==> config.mk <==
export PLATFORM = sky130hd
export DESIGN_NAME = outport_fifo
export DESIGN_NICKNAME = d
export VERILOG_FILES = /design/src/rtl/outport_fifo_pkg.sv /design/src/rtl/outport_fifo_chan.sv /design/src/rtl/outport_fifo.sv
export SDC_FILE = /design/constraint.sdc
export NUM_CORES = 1
export LEC_CHECK = 0
export CELL_PAD_IN_SITES_DETAIL_PLACEMENT = 1
export CELL_PAD_IN_SITES_GLOBAL_PLACEMENT = 1
export CORE_MARGIN = 2
export CORE_UTILIZATION = 40
export DETAILED_ROUTE_END_ITERATION = 6
export HOLD_SLACK_MARGIN = 0.05
export PLACE_DENSITY_LB_ADDON = 0.1
export SETUP_SLACK_MARGIN = 0.3
export SLEW_MARGIN = 20
export SYNTH_ARGS = -nofsm -noshare
export SYNTH_HDL_FRONTEND = slang
export SYNTH_SLANG_ARGS = --single-unit
==> constraint.sdc <==
create_clock -name Clock -period 3.44 [get_ports Clock]
set_clock_uncertainty 0.15 [all_clocks]
set_input_delay 1.032 -clock Clock [delete_from_list [all_inputs] [get_ports Clock]]
set_output_delay 1.032 -clock Clock [all_outputs]
set_load 0.01 [all_outputs]
==> src/rtl/outport_fifo_pkg.sv <==
// Shared constants for the output-port FIFO block: default sizes
// and the encodings selecting FIFO stream vs. legacy latch behaviour.
package outport_fifo_pkg;

    localparam int DEF_DATA_W   = 32;
    localparam int DEF_DEPTH    = 4;
    localparam int DEF_CHANNELS = 2;

    localparam int LATCH_FIFO = 0;
    localparam int LATCH_REG  = 1;

    function automatic int sel_width(input int n);
        return (n > 1) ? $clog2(n) : 1;
    endfunction

endpackage

==> src/rtl/outport_fifo_chan.sv <==
// One output channel: flop storage, pointers, occupancy count and
// sticky overflow; in latch mode slot 0 doubles as the legacy register.
module outport_fifo_chan
    import outport_fifo_pkg::*;
#(
    parameter int DATA_W     = DEF_DATA_W,
    parameter int DEPTH      = DEF_DEPTH,
    parameter int LATCH_MODE = LATCH_FIFO
) (
    input  logic              clk,
    input  logic              rst_n,
    input  logic              wr,
    input  logic [DATA_W-1:0] wdata,
    input  logic              ovf_clr,
    input  logic              ready,
    output logic [DATA_W-1:0] data,
    output logic              valid,
    output logic              full,
    output logic              overflow
);

    localparam int AW = $clog2(DEPTH);
    localparam bit LATCH = (LATCH_MODE == LATCH_REG);

    logic [DATA_W-1:0] mem [DEPTH];
    logic [AW-1:0]     wr_ptr;
    logic [AW-1:0]     rd_ptr;
    logic [AW:0]       count;
    logic              ovf_q;
    logic              at_cap;
    logic              pop;
    logic              push;

    assign at_cap   = (count == (AW+1)'(DEPTH));
    assign valid    = (count != '0);
    assign pop      = !LATCH && valid && ready;
    // A full channel still takes a word when the head leaves this cycle
    assign push     = wr && (!at_cap || pop);
    assign full     = !LATCH && at_cap;
    assign overflow = ovf_q;
    assign data     = valid ? mem[rd_ptr] : '0;

    always_ff @(posedge clk or negedge rst_n) begin
        if (!rst_n) begin
            wr_ptr <= '0;
            rd_ptr <= '0;
            count  <= '0;
            ovf_q  <= 1'b0;
            for (int i = 0; i < DEPTH; i++) mem[i] <= '0;
        end else if (LATCH) begin
            if (wr) begin
                mem[0] <= wdata;
                count  <= (AW+1)'(1);
            end
        end else begin
            if (push) begin
                mem[wr_ptr] <= wdata;
                wr_ptr      <= wr_ptr + AW'(1);
            end
            if (pop) rd_ptr <= rd_ptr + AW'(1);
            if (push && !pop)      count <= count + (AW+1)'(1);
            else if (pop && !push) count <= count - (AW+1)'(1);
            // A fresh drop outranks a same-cycle clear
            if (wr && !push)  ovf_q <= 1'b1;
            else if (ovf_clr) ovf_q <= 1'b0;
        end
    end

endmodule

==> src/rtl/outport_fifo.sv <==
// Multi-channel output port: decodes the write strobe to one channel
// and replicates the per-channel FIFO/latch slice.
module outport_fifo
    import outport_fifo_pkg::*;
#(
    parameter int DATA_W     = DEF_DATA_W,
    parameter int DEPTH      = DEF_DEPTH,
    parameter int CHANNELS   = DEF_CHANNELS,
    parameter int LATCH_MODE = LATCH_FIFO,
    localparam int SEL_W     = sel_width(CHANNELS)
) (
    input  logic                       Clock,
    input  logic                       Reset,
    input  logic [DATA_W-1:0]          BusMuxOut,
    input  logic                       OutPortin,
    input  logic [SEL_W-1:0]           ChanSel,
    input  logic [CHANNELS-1:0]        OvfClr,
    output logic [CHANNELS*DATA_W-1:0] out_data,
    output logic [CHANNELS-1:0]        out_valid,
    input  logic [CHANNELS-1:0]        out_ready,
    output logic [CHANNELS-1:0]        full,
    output logic [CHANNELS-1:0]        overflow
);

    // Out-of-range selects match no channel and so are dropped silently
    for (genvar k = 0; k < CHANNELS; k++) begin : g_chan
        logic hit;

        assign hit = OutPortin && (ChanSel == SEL_W'(k));

        outport_fifo_chan #(
            .DATA_W     (DATA_W),
            .DEPTH      (DEPTH),
            .LATCH_MODE (LATCH_MODE)
        ) u_chan (
            .clk      (Clock),
            .rst_n    (Reset),
            .wr       (hit),
            .wdata    (BusMuxOut),
            .ovf_clr  (OvfClr[k]),
            .ready    (out_ready[k]),
            .data     (out_data[k*DATA_W +: DATA_W]),
            .valid    (out_valid[k]),
            .full     (full[k]),
            .overflow (overflow[k])
        );
    end

endmodule

Word level (Yosys, flattened, before mapping)

Index checks and enable logic that the tools add are counted.

Add/sub/neg operators: 8
Magnitude comparators: 6
Eq/ne operators: 2
Muxes and demuxes: 22
Bitwise gates (word level): 5
Reductions and logical operators: 28

Operators by type and width:

| operator                                                             | count |
|---|---|
| 128-bit bitwise mux                                                  | 2 |
| 32-bit 2-to-1 mux                                                    | 8 |
| 32-bit binary-select mux with 2-bit select                           | 2 |
| 32-bit demux with 2-bit select                                       | 2 |
| 1-bit logical AND                                                    | 14 |
| 3-bit >= comparator, second input constant                           | 4 |
| 3-bit 2-to-1 mux                                                     | 4 |
| 2-bit inverter with 3-bit output                                     | 4 |
| 2-bit by 1-bit adder with 2-bit output, second input constant        | 4 |
| 2-bit nonzero test                                                   | 4 |
| 3-bit by 1-bit adder with 3-bit output, second input constant        | 2 |
| 3-bit == test, second input constant                                 | 2 |
| 1-bit zero test                                                      | 6 |
| 3-bit by 1-bit < comparator with 1-bit output, second input constant | 2 |
| 3-bit nonzero test                                                   | 2 |
| 3-bit by 1-bit subtractor with 3-bit output, second input constant   | 2 |
| 1-bit 2-to-1 mux                                                     | 4 |
| 1-bit logical OR                                                     | 2 |
| 1-bit inverter                                                       | 1 |

Flip-flop bits (word level): 272
Input port bits: 40
Output and inout bits: 70
Word-level logic and storage cells: 87

Longest topological paths before layout

Word-level depth: 8
Gate-level depth with buffers: 9
Gate-level depth less buffers: 8

Hierarchy

A second synthesis with hierarchy kept.

Cell total of the unflattened synthesis: 778
Area, all modules: 13631.8 um2

By module, submodules not included:

| module            | times used | cells an instance | area each (um2) | seq. area each (um2) |
|---|---|---|---|---|
| outport_fifo_chan | 2          | 388               | 6807.8          | 3403.3 |
| outport_fifo      | 1          | 2                 | 16.3            | 0.0 |

Worst setup path before layout

Ideal clock, no wire load.

Path kind: input to register
Start point: in out_ready[0]
End point: reg g_chan[0].u_chan.count[1]
Library setup time: 0.125 ns
Data arrival time: 2.522 ns
Data required time: 3.165 ns
Path slack: 0.643 ns
Stages: 6
Path buffers: 0
Cell sequence: nor4b_4 -> nor2_1 -> ha_1 -> inv_1 -> fa_1 -> mux2_2

Word-level cells in the longest chain between the ends: 6
Elaborated cells on any way between the ends: 9
Classes of those cells: 1 x mux; 8 x reduce/logical

Ends and longest elaborated chain:

| element                      | RTL line                | text |
|---|---|---|
| start: declaration           | outport_fifo.sv:20      | `input logic [CHANNELS-1:0] out_ready,` |
| 1-bit logical AND (*)        | outport_fifo_chan.sv:36 | `assign pop = !LATCH && valid && ready;` |
| 1-bit logical OR (*)         | outport_fifo_chan.sv:38 | `assign push = wr && (!at_cap \|\| pop);` |
| 1-bit logical AND (*)        | outport_fifo_chan.sv:38 |  |
| via g_chan[0].u_chan.push    | outport_fifo_chan.sv:32 | `logic push;` |
| 1-bit zero test              | outport_fifo_chan.sv:62 | `else if (pop && !push) count <= count - (AW+1)'(1);` |
| 1-bit logical AND            | outport_fifo_chan.sv:62 |  |
| 2-bit nonzero test (no line) | --                      |  |
| end signal: assignment       | outport_fifo_chan.sv:53 | `count <= (AW+1)'(1);` |
| end signal: assignment       | outport_fifo_chan.sv:61 | `if (push && !pop) count <= count + (AW+1)'(1);` |
| end signal: assignment       | outport_fifo_chan.sv:62 |  |
| end: declaration             | outport_fifo_chan.sv:28 | `logic [AW:0] count;` |

The timed path passes the listed nets; every way through them passes the cells marked *.
A chain may end at the register's enable or synchronous reset.

Worst setup path in the final report

Start point: reg g_chan[1].u_chan.rd_ptr[0]
End point: out out_data[41]

Word-level cells in the longest chain between the ends: 5

Ends and longest elaborated chain:

| element                                                | RTL line                | text |
|---|---|---|
| start: declaration                                     | outport_fifo_chan.sv:27 | `logic [AW-1:0] rd_ptr;` |
| start signal: assignment                               | outport_fifo_chan.sv:60 | `if (pop) rd_ptr <= rd_ptr + AW'(1);` |
| 2-bit inverter with 3-bit output (not written as such) | outport_fifo_chan.sv:41 | `assign data = valid ? mem[rd_ptr] : '0;` |
| 32-bit binary-select mux with 2-bit select             | outport_fifo_chan.sv:41 |  |
| 32-bit 2-to-1 mux (not written as such) (2 in a row)   | outport_fifo_chan.sv:41 |  |
| 32-bit 2-to-1 mux                                      | outport_fifo_chan.sv:41 |  |
| end: declaration                                       | outport_fifo.sv:18      | `output logic [CHANNELS*DATA_W-1:0] out_data,` |

Every way passes these cells. The select of a mux whose other input is x is not followed.

==> Implementation_results.wiki <==
{| class="wikitable"
! Metric !! Value
|-
| Outcome || complete, no violations
|-
| Endpoints failing setup || 0
|-
| Cell types occupying the most area after synthesis || sky130_fd_sc_hd__dfrtp_1, sky130_fd_sc_hd__mux2_2, sky130_fd_sc_hd__mux4_2, sky130_fd_sc_hd__and2_1, sky130_fd_sc_hd__buf_6
|-
| Maximum fanout along the worst path || 6
|-
| Worst Tran Pin Value || 669 ps
|-
| Horizontal die dimension || 181 um
|-
| Most common cell in the synthesized netlist || sky130_fd_sc_hd__dfrtp_1
|-
| Start point of the critical path || g_chan[1].u_chan.rd_ptr[0]$_DFFE_PN0P_
|-
| Worst min-delay path category || in -> async
|-
| Critical Path End Type || output pin
|-
| Syn-to-layout area delta || 28.4%
|-
| Pre-CTS setup slack || -127 ps
|-
| Residual DRC count || 0
|-
| Startpoint-to-endpoint class of the critical path || reg -> out
|-
| Placed cell area || 0.0142 sq mm
|-
| Largest net degree at the start of global routing || 69
|-
| Io pins || 110
|-
| Vias/cell || 5.35
|-
| Count of fill cells added during filler insertion || 2900
|-
| Total routing resource utilization after global routing || 20.7%
|-
| Port Buffer Count || 109
|-
| Post-synthesis instance area || 0.0125 sq mm
|-
| Synth top area share || 54.3%
|-
| Clock period minus worst slack || 3330 ps
|-
| Per-cell routed wire length || 24.0 um
|-
| Number of nets with antenna violations after detailed routing || 0
|-
| Average footprint of a synthesized cell || 16.2 sq um
|-
| Count of endpoints failing hold in the final timing report || 0
|-
| End point of the critical path || out_data[41]
|-
| Required time reported for the critical path endpoint || 2260 ps
|-
| Total clock buffers created by CTS || 31
|-
| Maximum buffer depth of the clock tree || 3
|-
| Slew Viols, Final || 0
|-
| Worst setup SP type || flop
|-
| Post-Route Hold Slack || 271 ps
|-
| Final critical-path setup slack || 114 ps
|-
| Overflow left after global routing || 0
|-
| Top cell type by total area after synthesis || sky130_fd_sc_hd__dfrtp_1
|-
| Rel. slew slack || 55.2%
|-
| Share of synthesized registers carrying an async set or reset || 100%
|-
| Ys flop type || sky130_fd_sc_hd__dfrtp_1
|-
| Cell types with the highest counts after synthesis || sky130_fd_sc_hd__dfrtp_1, sky130_fd_sc_hd__mux2_2, sky130_fd_sc_hd__and2_1, sky130_fd_sc_hd__mux4_2, sky130_fd_sc_hd__buf_6
|-
| Sequential fraction of the synthesis area || 54.3%
|-
| Total power divided by cell area || 1130 mW/mm^2
|-
| H-tree levels || 1
|-
| Storage element area || 0.00682 sq mm
|-
| Yosys synthesis warning count || 0
|-
| DRT iter0 DRCs || 264
|-
| Seq cells post-synth || 272
|-
| Number of flops mapped to enable cells by yosys || 0
|-
| Count of vias placed by the detailed router || 7245
|-
| Fraction of the cycle the final worst path needs || 96.7%
|-
| Clock Pin Slew Worst Setup and Hold Paths || 60 ps
|-
| Static Leakage || 6.82 nW
|-
| Initial cell density of the core || 40.8%
|-
| Post-layout nets || 987
|-
| Clock tree from TritonCTS || built
|-
| Full die area || 0.0328 sq mm
|-
| Number of unique standard cell types used by synthesis || 23
|-
| Global-route wire length before repair || 51.8 mm
|-
| Achievable clock frequency || 0.301 GHz
|-
| Gate count of the mapped netlist || 775
|-
| Clock Root Buffer || sky130_fd_sc_hd__clkbuf_16
|-
| Area used by multi-input combinational logic || 0.00549 sq mm
|-
| Syn Nets || 827
|-
| Arrival time reported for the critical path endpoint || 2140 ps
|-
| DR pass1 iterations || 4
|-
| RSZ-0062 raised after global routing || yes
|-
| Number of standard-cell rows in the floorplan || 64
|-
| Antenna Cells || 0
|-
| HPWL after DPL || 19.5 mm
|-
| Peak ir drop on the vdd network || 0.503 mV
|-
| Vertical die dimension || 181 um
|-
| Final instance area || 0.0161 sq mm
|-
| Number of cells on the worst reg-to-reg path || 10
|-
| Post-layout power || 18.2 mW
|-
| Global placement routability congestion || 0.731
|-
| Total number of clock tree sinks || 272
|-
| Vias in the first global route || 8565
|-
| Reg-to-reg critical path startpoint || g_chan[0].u_chan.count[2]$_DFFE_PN0P_
|-
| Number of buffers added to fix hold violations after cts || 0
|-
| Initial antenna violation count || 1
|-
| Post-detailed-routing wire length || 32.5 mm
|-
| Fraction of layout cells with a size suffix above 1 || 61.7%
|-
| Destination of the worst register-to-register timing path || g_chan[0].u_chan.count[2]$_DFFE_PN0P_
|-
| Clock insertion delay at the later pin of the skew report || 550 ps
|-
| Reg2reg setup slack || 760 ps
|-
| Max-capacitance violation count || 0
|-
| Area of the core || 0.0307 sq mm
|}
[where the power goes]
part           internal [mW]  switching [mW]
registers               4.83           0.868
logic                   5.83            3.32
clock network           2.06            1.32
[registers in the layout (all words and copies together) (netlist names)]
signal	cells
g_chan.u_chan.mem	256
g_chan.u_chan.rd_ptr	4
g_chan.u_chan.count	6
g_chan.u_chan.overflow	2
g_chan.u_chan.wr_ptr	4
[cell families after synthesis]
family,after synthesis,share of synthesized area [%]
muxes,324,34.8
xor gates and xnor gates,12,0.838
DFF,272,54.3
AOI/OAI and AO/OA,2,0.140
and+or+nand+nor,90,5.00
adders and majority gates,12,1.32
buffers and inverters,63,3.59
[repair_timing]
action	4_1_cts	5_1_grt
cloned	8	0
resized for setup	379	39
endpoints found under the setup margin	68	67
pin swaps	55	2
buffers inserted	29	2
[layer usage]
layer  share of wire [%]  track usage [%]  vias to the layer above  wire (um)
met5                   0                0                        -          0
met4                 1.6             4.49                        0        526
met3                 3.4             2.56                       45       1120
met2                  53             37.7                      133      17200
met1                  42             26.5                     3935      13700
li1                    -                -                     3132          -
[critical path, cell delays in order, from the launching register on]
cell	delay, ps
sky130_fd_sc_hd__dfrtp_2	420
sky130_fd_sc_hd__buf_12	130
sky130_fd_sc_hd__buf_8	110
sky130_fd_sc_hd__buf_16	140
sky130_fd_sc_hd__mux4_2	500
sky130_fd_sc_hd__and2_1	150
sky130_fd_sc_hd__buf_2	130
[placed cells by master (no fill, tap or decap), drive strengths merged, types with 2 or more instances in the layout]
cell             n
buf            138
a22o             2
bufinv           4
ha              10
dfrtp          272
nand2            3
xor2             4
nor4b            2
clkbuf          42
fa               2
nor2             6
inv              9
nand3            2
and2            64
mux2           260
clkdlybuf4s50   41
or3              2
xnor2            8
mux4            64
dlygate4sd2      2
clkinv           8
nor3b           10
[per-stage QoR]
stage | TNS (ps) | cells | util, %
after floorplan | 0 | 775 | -
after global placement | -9.59 | 1259 | 46.2
after detailed placement | -155 | 1259 | 46.2
after CTS | 0 | 1352 | 51.8
after global routing | 0 | 1354 | 52.4
final | 0 | 1354 | 52.4
[layout make-up]
cell class / instances / area share, %
Clock buffer: 42 / 5.39
Clock inverter: 14 / 1.12
Inverter: 8 / 0.187
Multi-Input combinational cell: 440 / 34.1
Sequential cell: 272 / 42.3
Tap cell: 396 / 3.08
Timing Repair Buffer: 182 / 13.8
[worst min path at each step]
stage | start | to | slack, ps | cells after the start
2_1_floorplan | g_chan[1].u_chan.count[2]$_DFFE_PN0P_ | g_chan[1].u_chan.count[2]$_DFFE_PN0P_ | 320 | 1
3_3_place_gp | g_chan[1].u_chan.mem[43]$_DFFE_PN0P_ | g_chan[1].u_chan.mem[43]$_DFFE_PN0P_ | 330 | 1
3_5_place_dp | g_chan[0].u_chan.mem[62]$_DFFE_PN0P_ | g_chan[0].u_chan.mem[62]$_DFFE_PN0P_ | 340 | 1
4_1_cts | Reset | g_chan[0].u_chan.mem[60]$_DFFE_PN0P_ | 290 | 1
5_1_grt | Reset | g_chan[0].u_chan.mem[64]$_DFFE_PN0P_ | 320 | 1
6_report | Reset | g_chan[0].u_chan.count[0]$_DFFE_PN0P_ | 270 | 1
Power figures use the tool's default switching activity.
